<file path="config.mk">
export PLATFORM = sky130hd
export DESIGN_NAME = prio_rr_arbiter
export DESIGN_NICKNAME = d
export VERILOG_FILES = /design/src/rtl/arb_pkg.sv /design/src/rtl/prio_rr_pick.sv /design/src/rtl/prio_rr_arbiter.sv
export SDC_FILE = /design/constraint.sdc
export NUM_CORES = 1
export LEC_CHECK = 0
export ABC_AREA = 1
export BUFFER_PORTS_ARGS = -buffer_cell sky130_fd_sc_hd__buf_2
export CELL_PAD_IN_SITES_DETAIL_PLACEMENT = 0
export CELL_PAD_IN_SITES_GLOBAL_PLACEMENT = 1
export CORE_ASPECT_RATIO = 1.1
export CORE_UTILIZATION = 22
export CTS_CLUSTER_SIZE = 20
export DETAILED_ROUTE_END_ITERATION = 6
export PLACE_DENSITY = 0.74
export SKIP_LAST_GASP = 1
export SYNTH_ARGS = -nofsm -noshare
export SYNTH_HDL_FRONTEND = slang
export SYNTH_SLANG_ARGS = --single-unit
</file>
<file path="constraint.sdc">
create_clock -name clk_i -period 4.8 [get_ports clk_i]
set_input_delay 0.24 -clock clk_i [delete_from_list [all_inputs] [get_ports clk_i]]
set_output_delay 0.24 -clock clk_i [all_outputs]
set_load 0.005 [all_outputs]
</file>
<file path="src/rtl/arb_pkg.sv">
// Shared types and helpers for the priority/round-robin packet arbiter.
package arb_pkg;

  localparam int BEAT_CW = 6;

  typedef enum logic {
    ST_IDLE  = 1'b0,
    ST_GRANT = 1'b1
  } arb_state_e;

  // Codes above 3 saturate at the longest packet (32 beats).
  function automatic logic [BEAT_CW-1:0] pkglen_beats(input int unsigned code);
    if (code > 3) return BEAT_CW'(32);
    return BEAT_CW'(4 << code);
  endfunction

  function automatic int unsigned id_none(input int unsigned n_ch);
    return n_ch;
  endfunction

endpackage

</file>
<file path="src/rtl/prio_rr_pick.sv">
// Combinational winner pick: lowest prio value, ties broken by distance after rr_ptr.
module prio_rr_pick #(
  parameter int N_CH = 4,
  parameter int PW   = 2,
  parameter int IW   = 3
) (
  input  logic [N_CH-1:0]    req_i,
  input  logic [N_CH*PW-1:0] prio_i,
  input  logic [IW-1:0]      rr_ptr_i,
  output logic [IW-1:0]      win_id_o,
  output logic               found_o
);

  logic [PW-1:0] best_p;
  int            best_d;
  int            d;

  always_comb begin
    win_id_o = IW'(N_CH);
    found_o  = 1'b0;
    best_p   = '1;
    best_d   = N_CH;
    d        = 0;
    for (int k = 0; k < N_CH; k++) begin
      // d = 0 for the channel right after rr_ptr, growing with wrap
      d = (k + N_CH - int'(rr_ptr_i) - 1) % N_CH;
      if (req_i[k] && (!found_o || (prio_i[k*PW +: PW] < best_p) ||
                       ((prio_i[k*PW +: PW] == best_p) && (d < best_d)))) begin
        found_o  = 1'b1;
        best_p   = prio_i[k*PW +: PW];
        best_d   = d;
        win_id_o = IW'(k);
      end
    end
  end

endmodule

</file>
<file path="src/rtl/prio_rr_arbiter.sv">
// Packet arbiter: grants one channel per packet and locks it until the beat count completes.
module prio_rr_arbiter
  import arb_pkg::*;
#(
  parameter  int N_CH = 4,
  parameter  int DW   = 32,
  parameter  int PW   = 2,
  parameter  int LW   = 3,
  localparam int IW   = $clog2(N_CH + 1)
) (
  input  logic              clk_i,
  input  logic              rst_i,
  input  logic [N_CH*PW-1:0] slv_prio_i,
  input  logic [N_CH*LW-1:0] slv_pkglen_i,
  input  logic [N_CH*DW-1:0] slv_data_i,
  input  logic [N_CH-1:0]   slv_req_i,
  input  logic [N_CH-1:0]   slv_valid_i,
  input  logic              f2a_id_req_i,
  input  logic              f2a_ack_i,
  output logic [N_CH-1:0]   a2s_ack_o,
  output logic              a2f_valid_o,
  output logic [IW-1:0]     a2f_id_o,
  output logic [LW-1:0]     a2f_pkglen_sel_o,
  output logic [DW-1:0]     a2f_data_o,
  output logic              a2f_busy_o
);

  localparam logic [IW-1:0] ID_N = IW'(id_none(N_CH));

  arb_state_e           state_q, state_d;
  logic [IW-1:0]        id_q, id_d;
  logic [IW-1:0]        rr_ptr_q, rr_ptr_d;
  logic [LW-1:0]        pkglen_q, pkglen_d;
  logic [BEAT_CW-1:0]   target_q, target_d;
  logic [BEAT_CW-1:0]   cnt_q, cnt_d;

  logic [IW-1:0]        win_id;
  logic                 win_found;
  logic [LW-1:0]        win_len;
  logic                 beat;

  prio_rr_pick #(.N_CH(N_CH), .PW(PW), .IW(IW)) u_pick (
    .req_i    (slv_req_i),
    .prio_i   (slv_prio_i),
    .rr_ptr_i (rr_ptr_q),
    .win_id_o (win_id),
    .found_o  (win_found)
  );

  always_comb begin
    win_len = '0;
    for (int k = 0; k < N_CH; k++)
      if (win_id == IW'(k)) win_len = slv_pkglen_i[k*LW +: LW];
  end

  // Output muxes key off the registered id; id N_CH selects the idle pattern.
  always_comb begin
    a2f_data_o  = '1;
    a2f_valid_o = 1'b0;
    a2s_ack_o   = '0;
    for (int k = 0; k < N_CH; k++) begin
      if (id_q == IW'(k)) begin
        a2f_data_o  = slv_data_i[k*DW +: DW];
        a2f_valid_o = slv_valid_i[k];
      end
      a2s_ack_o[k] = (state_q == ST_GRANT) && (id_q == IW'(k)) && f2a_ack_i;
    end
  end

  assign beat = (state_q == ST_GRANT) && f2a_ack_i && a2f_valid_o;

  always_comb begin
    state_d  = state_q;
    id_d     = id_q;
    rr_ptr_d = rr_ptr_q;
    pkglen_d = pkglen_q;
    target_d = target_q;
    cnt_d    = cnt_q;
    case (state_q)
      ST_IDLE: begin
        if (f2a_id_req_i && win_found) begin
          state_d  = ST_GRANT;
          id_d     = win_id;
          rr_ptr_d = win_id;
          pkglen_d = win_len;
          target_d = pkglen_beats(32'(win_len));
          cnt_d    = '0;
        end
      end
      ST_GRANT: begin
        if (beat) begin
          if (cnt_q + BEAT_CW'(1) == target_q) begin
            state_d = ST_IDLE;
            id_d    = ID_N;
            cnt_d   = '0;
          end else begin
            cnt_d = cnt_q + BEAT_CW'(1);
          end
        end
      end
      default: begin
        state_d = ST_IDLE;
        id_d    = ID_N;
      end
    endcase
  end

  always_ff @(posedge clk_i) begin
    if (rst_i) begin
      state_q  <= ST_IDLE;
      id_q     <= ID_N;
      rr_ptr_q <= IW'(N_CH - 1);
      pkglen_q <= '0;
      target_q <= '0;
      cnt_q    <= '0;
    end else begin
      state_q  <= state_d;
      id_q     <= id_d;
      rr_ptr_q <= rr_ptr_d;
      pkglen_q <= pkglen_d;
      target_q <= target_d;
      cnt_q    <= cnt_d;
    end
  end

  assign a2f_id_o         = id_q;
  assign a2f_pkglen_sel_o = pkglen_q;
  assign a2f_busy_o       = (state_q == ST_GRANT);

endmodule

</file>
======== Yosys cells after proc, flatten, opt, wreduce, memory -nomap -nowiden ========
Cells that the tools add are included.
storage, ports and cells
  logic and storage cells ................. 119
  bits in registers ....................... 22
  bits of input ports ..................... 160
cells by class
  bitwise operators ....................... 5
  shift operators ......................... 1
  mux-type cells .......................... 43
  eq/ne operators ......................... 13
  order comparisons ....................... 7
  add/subtract/negate cells ............... 9
  reduce and logical (&&, ||, !) cells .... 35
operator list
  operator                                                                count
  32-bit two-way mux                                                      7
  32-bit by 2-bit subtractor with 32-bit output (second input constant)   4
  3-bit by 32-bit < comparator with 1-bit output                          3
  3-bit two-way mux                                                       11
  6-bit two-way mux                                                       5
  1-bit logical AND                                                       17
  3-bit by 3-bit subtractor with 4-bit output (first input constant)      4
  1-bit two-way mux                                                       14
  3-bit by 2-bit equality test with 1-bit output (second input constant)  4
  6-bit one-hot mux with 2 select lines                                   1
  2-bit OR reduction                                                      4
  6-bit by 1-bit adder with 6-bit output (second input constant)          1
  2-bit equality test                                                     3
  3-bit by 1-bit equality test with 1-bit output (second input constant)  2
  6-bit equality test                                                     1
  3-bit zero test                                                         2
  1-bit logical OR                                                        6
  2-bit < comparator                                                      3
  2-bit two-way mux                                                       3
  3-bit one-hot mux with 2 select lines                                   1
  3-bit by 3-bit left shift with 6-bit output (first input constant)      1
  1-bit bitwise AND                                                       4
  2-bit by 1-bit != test with 1-bit output (second input constant)        2
  2-bit AND reduction                                                     2
  6 further kinds                                                         8

======== Depth between registers and ports, before layout ========
Gate-level depths: netlist of run 1.
  depth after elaboration ................. 30
  mapped depth ............................ 48

======== Cells and area by module ========
Synthesis of run 1 repeated with hierarchy kept, for this count alone.
second synthesis, totals
  cells, all modules ...................... 413
  area, all modules ....................... 2,566.2 um^2
modules (own cells, without submodules)
  module           instances  cells an instance  area each (um^2)  sequential area each (um^2)
  prio_rr_arbiter  1          290                1,894.3           400.4
  prio_rr_pick     1          123                671.9             0.0

======== Least setup slack after synthesis of run 1 ========
OpenSTA, ideal clock, no wires.
  path kind ............................... register -> register
  start ................................... register rr_ptr_q[0]
  end ..................................... register target_q[3]
  data arrival time ....................... 4.787 ns
  slack ................................... -0.114 ns
  period minus slack after synthesis ...... 4.914 ns
  stages on the path, launching flop included .. 49
  path through ............................ dfxtp_1 > inv_1 > ha_1 > nor2_1 > nand2_1 > a21oi_1 > nand2_1 > ha_1 > nand2_1 > inv_2 > nand2_1 > nand2_1 > nand2_1 > nand2_1 > nand2_1 > nand2_1 > inv_1 > o21ai_1 > [13 not listed] > ha_1 > nand2_1 > inv_2 > nand2_1 > nand2_1 > nand2_1 > nand2_1 > nand2_1 > nand2_2 > buf_6 > o31ai_1 > inv_2 > nand3_2 > nand2_2 > nand2_1 > nor2_1 > nor2_1 > nor2_1
on the way
  cells in the longest elaborated chain, start to end .. 30
ends and longest elaborated chain
  item                                                      line                    text
  start, declared                                           prio_rr_arbiter.sv:32   logic [IW-1:0] rr_ptr_q, rr_ptr_d;
  start signal, assigned                                    prio_rr_arbiter.sv:112  rr_ptr_q <= IW'(N_CH - 1);
  start signal, assigned                                    prio_rr_arbiter.sv:119  rr_ptr_q <= rr_ptr_d;
  3-bit by 3-bit subtractor with 4-bit output               prio_rr_pick.sv:26      d = (k + N_CH - int'(rr_ptr_i) - 1) % N_CH;
  32-bit by 2-bit subtractor with 32-bit output             prio_rr_pick.sv:26
  2-bit OR reduction (no line)                              --
  1-bit bitwise AND (no line)                               --
  32-bit two-way mux                                        prio_rr_pick.sv:27      if (req_i[k] && (!found_o || (prio_i[k*PW +: PW] < best_p) ||
  3-bit by 32-bit < comparator with 1-bit output            prio_rr_pick.sv:28      ((prio_i[k*PW +: PW] == best_p) && (d < best_d)))) begin
  1-bit logical AND                                         prio_rr_pick.sv:28
  1-bit logical OR                                          prio_rr_pick.sv:27
  [11 not listed]                                           --
  3-bit two-way mux                                         prio_rr_pick.sv:27
  3-bit zero test                                           prio_rr_arbiter.sv:53   if (win_id == IW'(k)) win_len = slv_pkglen_i[k*LW +: LW];
  3-bit two-way mux (4 in a row)                            prio_rr_arbiter.sv:53
  3-bit by 2-bit greater-than comparator with 1-bit output  arb_pkg.sv:13           if (code > 3) return BEAT_CW'(32);
  1-bit two-way mux                                         arb_pkg.sv:13
  1-bit two-way mux                                         prio_rr_arbiter.sv:81   if (f2a_id_req_i && win_found) begin
  1-bit two-way mux                                         prio_rr_arbiter.sv:79   case (state_q)
  6-bit two-way mux                                         arb_pkg.sv:14           return BEAT_CW'(4 << code);
  end signal, assigned                                      prio_rr_arbiter.sv:121  target_q <= target_d;
  end, declared                                             prio_rr_arbiter.sv:34   logic [BEAT_CW-1:0] target_q, target_d;
Several ways; a longest one is shown, not always the timed one. The select of a mux whose other input is x is not followed.
A chain may end at the register's enable or synchronous reset.

======== Final worst setup path of run 1 ========
  start ................................... register rr_ptr_q[0]
  end ..................................... register target_q[2]
The elaborated chain is that of the path after synthesis.

==> flow_metrics.py, run 1 <==
metrics = {
    "status": {
        "outcome": "finished, final reports clean",
    },
    "worst_setup_path": {
        "startpoint": "rr_ptr_q[0]",
        "cpPeakStageDelay_ns": 0.33,
        "cp.required_ns": 4.99,
        "worstPathArrival_ns": 4.82,
        "crit_family": "simple AND/OR/NAND/NOR gates",
        "path_buf_inv": 3,
        "crit_type": "flip-flop to flip-flop",
        "start_kind": "flip-flop",
        "crit_top_cell": "nand2_1",
        "crit_path_end_kind": "flip-flop",
        "crit_fanout": 7,
        "cp_slowest_cell": "dfxtp_2",
        "r2r-start": "rr_ptr_q[0]",
    },
    "placement": {
        "post-place-ws_ns": -0.176,
        "dpl.cell_count": 735,
        "gp_congestion": 0.881,
        "portBuffers": 203,
        "dp_hpwl_mm": 9.10,
    },
    "floorplanning": {
        "die_h_um": 112,
        "rows": 39,
        "core_area_mm2": 0.0105,
        "initial_utilization_pct": 22.9,
        "die_x_um": 102,
        "io_pins": 204,
        "die_area_mm2": 0.0114,
    },
    "synthesis": {
        "ys.flop_type": "dfxtp_1",
        "synth_area_leaders": "dfxtp_1 17%, nand2_1 15%, ha_1 9.8%, o221ai_1 6.9%, nor2_1 6.5%",
        "avgSynthCellArea_um2": 6.20,
        "syn_area_mm2": 0.00241,
        "yosysTopAreaCellShare_pct": 16.6,
        "syn_nets": 568,
        "synthMuxAreaShare_pct": 0,
        "synth_edf_count": 0,
        "synth-compound-area-share_pct": 31.7,
        "synth_top_family_by_area": "compound AO/OA/AOI/OAI gates",
        "yosys.area_share.adder_pct": 9.85,
        "synth-simple-area-share_pct": 29.4,
        "ys_seq_area_share_pct": 16.6,
        "synthCells": 389,
        "synthArstFlopShare_pct": 0,
        "synth_seq_cells": 20,
        "synth_top_area_cell": "dfxtp_1",
        "synthXorXnorAreaFrac_pct": 3.27,
        "synth_cell_types": 37,
        "ys.warnings.count": 0,
    },
    "global_route": {
        "overflow": 0,
        "grt_pass1_vias": 3442,
        "grt_max_degree": 34,
        "gr-usage-all-layers_pct": 18.1,
        "antenna_found_initial": 5,
        "grt_pass1_wl_mm": 16.5,
    },
    "clock_network": {
        "clk_pin_slew_worst_paths_ns": 0.05,
        "clk_path_buf_depth": 2,
        "htreeDepth": 1,
        "clock-sinks": 20,
        "insertion_delay_ns": 0.25,
        "cts_tree": "done",
        "ctsHoldBuffers": 0,
        "numCtsBuffers": 3,
        "cts_root_buffer": "clkbuf_16",
    },
    "timing": {
        "fin_hold_ws_ns": 0.280,
        "fin_crit_ns": 4.64,
        "finalWorstSetupSlack_ns": 0.163,
        "fin_crit_sh_pct": 96.6,
        "slew-limit-headroom_pct": 21.2,
        "clock_skew_ns": 0.00374,
        "setup-tns-final_ns": 0,
        "slew_viol_final": 0,
        "rsz0062_at_grt": "yes",
        "max_freq_ghz": 0.216,
        "worst_pin_slew_ns": 1.18,
        "hold_viol": 0,
        "setup_viol_count_final": 0,
    },
    "cells_and_area": {
        "syn_to_final_growth_pct": 65.0,
        "multi_input_comb_area_mm2": 0.00197,
        "regArea_um2": 403,
        "nFillCells": 1197,
        "drive_gt1_share_pct": 48.2,
        "layout.nets": 783,
        "final_cells": 750,
    },
    "flow_run": {
        "drv_cap": 0,
    },
    "detailed_routing": {
        "ant_nets": 0,
        "drc": 0,
        "first_iter_violations": 172,
        "routed_wirelength_mm": 11.0,
        "dr.pass1.iters": 4,
        "viasPerCell": 4.80,
        "drt-wirelength-per-cell_um": 14.7,
        "route.vias.total": 3597,
    },
    "pwr": {
        "power.density_mw_per_mm2": 194,
        "leakagePower_nw": 1.97,
        "vdd_ir_drop_max_mv": 0.0999,
    },
    "min_path": {
        "hold_class": "input pin to flip-flop",
        "min_from": "rst_i",
    },
}
-- cells in the mapped netlist (all sizes together) (2+ instances only) --
cell / number
buf: 4
o21ai: 18
inv: 37
xor2: 5
o211a: 3
o22ai: 21
or2: 5
xnor2: 4
o221ai: 19
nand4: 8
o211ai: 3
a211oi: 2
clkinv: 2
nand2: 98
a21oi: 26
clkbuf: 12
dfxtp: 20
nand3b: 2
nand3: 14
ha: 19
nor2: 43
a22oi: 19
-- placed cells by master, fill, tap and decap left out, types with 2 or more instances in the layout --
cell type    n
buf_2      203
nand2_1     81
nor2_1      37
o22ai_1     21
buf_4       21
a21oi_1     20
o221ai_1    19
a22oi_1     19
inv_2       18
inv_1       18
dfxtp_1     18
ha_1        15
nand2_2     14
nand3_1     13
o21ai_1     12
nand4_1      8
diode_2      5
a21oi_2      5
xor2_1       5
nand2_4      4
nor2_2       4
o21ai_0      4
ha_4         4
o211a_1      3
xnor2_1      3
o211ai_1     3
clkbuf_16    3
nor2_4       2
or2_1        2
or2_2        2
clkinv_1     2
nand3b_1     2
a211oi_1     2
dfxtp_2      2
-- worst register-to-register path, delay by kind of cell, from the launching register on --
| family | cells | cell delay, ns |
|---|---|---|
| adders and majority gates | 4 | 1.02 |
| and+or+nand+nor | 36 | 2.90 |
| AOI/OAI and AO/OA | 2 | 0.21 |
| DFF | 1 | 0.33 |
| buffers and inverters | 3 | 0.11 |
-- path summary, 6_finish.rpt --
check	to	slack, ns	cells after the start
worst min register to register	cnt_q[5]	0.48	2
worst min-delay path	target_q[4]	0.28	2
worst max register to register	target_q[2]	0.16	45
worst max-delay path	target_q[2]	0.16	45
-- cell type report --
class / instances / area share, %
clock buffers: 3 / 1.89
repair buffers: 225 / 29.8
well taps: 143 / 4.49
inverters: 40 / 3.86
multi-input cells: 314 / 49.6
diodes: 5 / 0.314
flip-flops and latches: 20 / 10.1
-- layer usage --
layer	up-vias	wire, um	track usage, %
met5	-	0	0
met4	0	80	4.19
met3	6	908	4.52
met2	136	5750	34.7
met1	1648	4280	19.5
li1	1807	-	-
-- cell families after synthesis --
group	after synthesis
AO/OA/AOI/OAI	115
flip-flops	20
adder cells (fa/ha/maj)	19
buffers and inverters	56
XOR/XNOR	9
AND/OR/NAND/NOR	170
-- where the power goes --
group	total, mW	switching (mW)	leakage [nW]	internal [mW]
Clock	0.167	0.0575	0.0370	0.110
Combinational	0.416	0.222	1.77	0.194
Sequential	0.189	0.0102	0.163	0.179
-- flip-flops by register name, summed over array words and instances, names as in the netlist --
signal	cells
rr_ptr_q	3
a2f_id_o	3
cnt_q	6
target_q	4
a2f_busy_o	1
a2f_pkglen_sel_o	3
-- per-stage QoR --
step	utilization (%)	area [um2]	power, mW
final	37.8	3980	0.772
after global routing	37.7	3980	0.838
after CTS	35.8	3780	0.735
after detailed placement	34.8	3660	0.562
after global placement	34.8	3660	0.556
after floorplan	-	2420	0.398
-- timing repair --
action	in CTS	in global routing
gates cloned	0	1
gates resized for setup	5	42
pin swaps	1	33
setup buffers	0	6
setup endpoints to repair	11	11
No activity file was read; power rests on OpenSTA's default activity.
==> inputs of run 2 (changes only) <==
--- a/config.mk
+++ b/config.mk
@@ -13,6 +13,7 @@
 export CORE_UTILIZATION = 22
 export CTS_CLUSTER_SIZE = 20
 export DETAILED_ROUTE_END_ITERATION = 6
+export MAX_ROUTING_LAYER = met4
 export PLACE_DENSITY = 0.74
 export SKIP_LAST_GASP = 1
 export SYNTH_ARGS = -nofsm -noshare
==> flow_metrics.py, run 2 (synthesis gave the netlist of run 1 again) <==
metrics = {
    "status": {
        "outcome": "finished, final reports clean",
    },
    "clock_network": {
        "numCtsBuffers": 3,
        "clk_path_buf_depth": 2,
        "htreeDepth": 1,
        "cts_tree": "done",
        "cts_root_buffer": "clkbuf_16",
        "clk_pin_slew_worst_paths_ns": 0.05,
        "ctsHoldBuffers": 0,
        "clock-sinks": 20,
        "insertion_delay_ns": 0.25,
    },
    "global_route": {
        "antenna_found_initial": 5,
        "gr-usage-all-layers_pct": 18.7,
        "grt_max_degree": 34,
        "grt_pass1_wl_mm": 16.5,
        "overflow": 0,
        "grt_pass1_vias": 3434,
    },
    "floorplanning": {
        "rows": 39,
        "die_x_um": 102,
        "io_pins": 204,
        "core_area_mm2": 0.0105,
        "die_area_mm2": 0.0114,
        "initial_utilization_pct": 22.9,
        "die_h_um": 112,
    },
    "cells_and_area": {
        "drive_gt1_share_pct": 48.2,
        "multi_input_comb_area_mm2": 0.00197,
        "finish.instance_area_mm2": 0.00398,
        "final_common_cell": "buf_2",
        "top_register": "cnt_q",
        "largest_register_ffs": 6,
        "nFillCells": 1197,
        "layout_common_cells": "203 x buf_2, 81 x nand2_1, 37 x nor2_1",
        "final_cells": 750,
        "syn_to_final_growth_pct": 65.0,
        "layout.nets": 783,
        "reg_top3": "cnt_q: 6 flops, target_q: 4 flops",
        "regArea_um2": 403,
    },
    "pwr": {
        "vdd_ir_drop_max_mv": 0.0997,
        "power.density_mw_per_mm2": 194,
        "leakagePower_nw": 1.97,
    },
    "worst_setup_path": {
        "worstRegToRegCells": 44,
        "crit_top_cell": "nand2_1",
        "timing.rr.end": "target_q[4]",
        "start_kind": "flip-flop",
        "worstPathArrival_ns": 4.82,
        "rrSetupSlack_ns": 0.16,
        "crit_path_end_kind": "flip-flop",
        "r2r-start": "rr_ptr_q[0]",
        "cp.required_ns": 4.99,
        "crit_type": "flip-flop to flip-flop",
        "cpPeakStageDelay_ns": 0.33,
        "cp_slowest_cell": "dfxtp_2",
        "crit_fanout": 7,
    },
    "flow_run": {
        "drv_cap": 0,
    },
    "detailed_routing": {
        "viasPerCell": 4.77,
        "drt-wirelength-per-cell_um": 14.7,
        "ant_nets": 0,
        "routed_wirelength_mm": 11.0,
        "first_iter_violations": 122,
        "route.vias.total": 3581,
        "dr.pass1.iters": 6,
        "drc": 0,
    },
    "placement": {
        "placed_cell_area_mm2": 0.00366,
        "dp_hpwl_mm": 9.10,
        "portBuffers": 203,
        "gp_congestion": 0.896,
        "post-place-ws_ns": -0.176,
        "dpl.cell_count": 735,
    },
    "timing": {
        "rsz0062_at_grt": "yes",
        "fin_crit_ns": 4.64,
        "setup-tns-final_ns": 0,
        "slew-limit-headroom_pct": 19.5,
        "worst_pin_slew_ns": 1.20,
        "setup_viol_count_final": 0,
        "finalWorstSetupSlack_ns": 0.162,
        "slew_viol_final": 0,
        "max_freq_ghz": 0.216,
        "fin_hold_ws_ns": 0.276,
        "clock_skew_ns": 0.00320,
        "hold_viol": 0,
        "fin_crit_sh_pct": 96.6,
    },
    "min_path": {
        "hold_end": "target_q[4]",
        "hold_depth": 2,
        "min_from": "rst_i",
        "hold_class": "input pin to flip-flop",
    },
}
[run 2: cell counts in the layout (fill, tap and decap cells not counted)]
Identical to the previous run, type by type.
[run 2: worst max path at each step]
stage / startpoint / endpoint / slack [ns] / cells after the start
after global placement: rr_ptr_q[0] / target_q[3] / 0.007 / 43
after detailed placement: rr_ptr_q[1] / target_q[3] / -0.18 / 43
after global routing: rr_ptr_q[0] / target_q[2] / -0.26 / 45
after floorplan: rr_ptr_q[0] / target_q[3] / 0.04 / 48
final: rr_ptr_q[0] / target_q[4] / 0.16 / 44
after CTS: rr_ptr_q[1] / target_q[3] / 0.02 / 45
[run 2: layout make-up]
cell class	count	area share, %
inverter	40	3.86
antenna	5	0.314
timing repair buffer	225	29.8
multi-input combinational	314	49.6
sequential	20	10.1
tap	143	4.49
clock buffer	3	1.89
[run 2: critical path, delay by kind of cell (launching register included)]
family / cells / cell delay [ns]
simple gates: 33 / 2.65
buf+inv: 4 / 0.23
fa+ha+maj: 4 / 1.02
flops: 1 / 0.33
compound gates: 3 / 0.32
[run 2: power breakdown]
group	internal [mW]	switching, mW	leakage [nW]
registers	0.179	0.0102	0.163
clock network	0.110	0.0568	0.0370
logic	0.194	0.222	1.77
total	0.483	0.289	1.97
[run 2: repair_timing]
action                                  CTS  global route
cloned                                    0             1
resized for setup                         5            42
setup buffers                             0             6
pin swaps                                 1            33
endpoints found under the setup margin   11            11
[run 2: stage by stage]
stage | power, mW | utilization, %
after floorplan | 0.398 | -
after global placement | 0.556 | 34.8
after detailed placement | 0.562 | 34.8
after CTS | 0.735 | 35.8
after global routing | 0.838 | 37.8
final | 0.772 | 37.8
[run 2: metal layers]
layer  vias to the layer above  track usage (%)  wire length, um
li1                       1808                -                -
met1                      1637             19.8             4290
met2                       130             34.6             5830
met3                         6             4.39              845
met4                         0             4.19               47
met5                         -                -                0
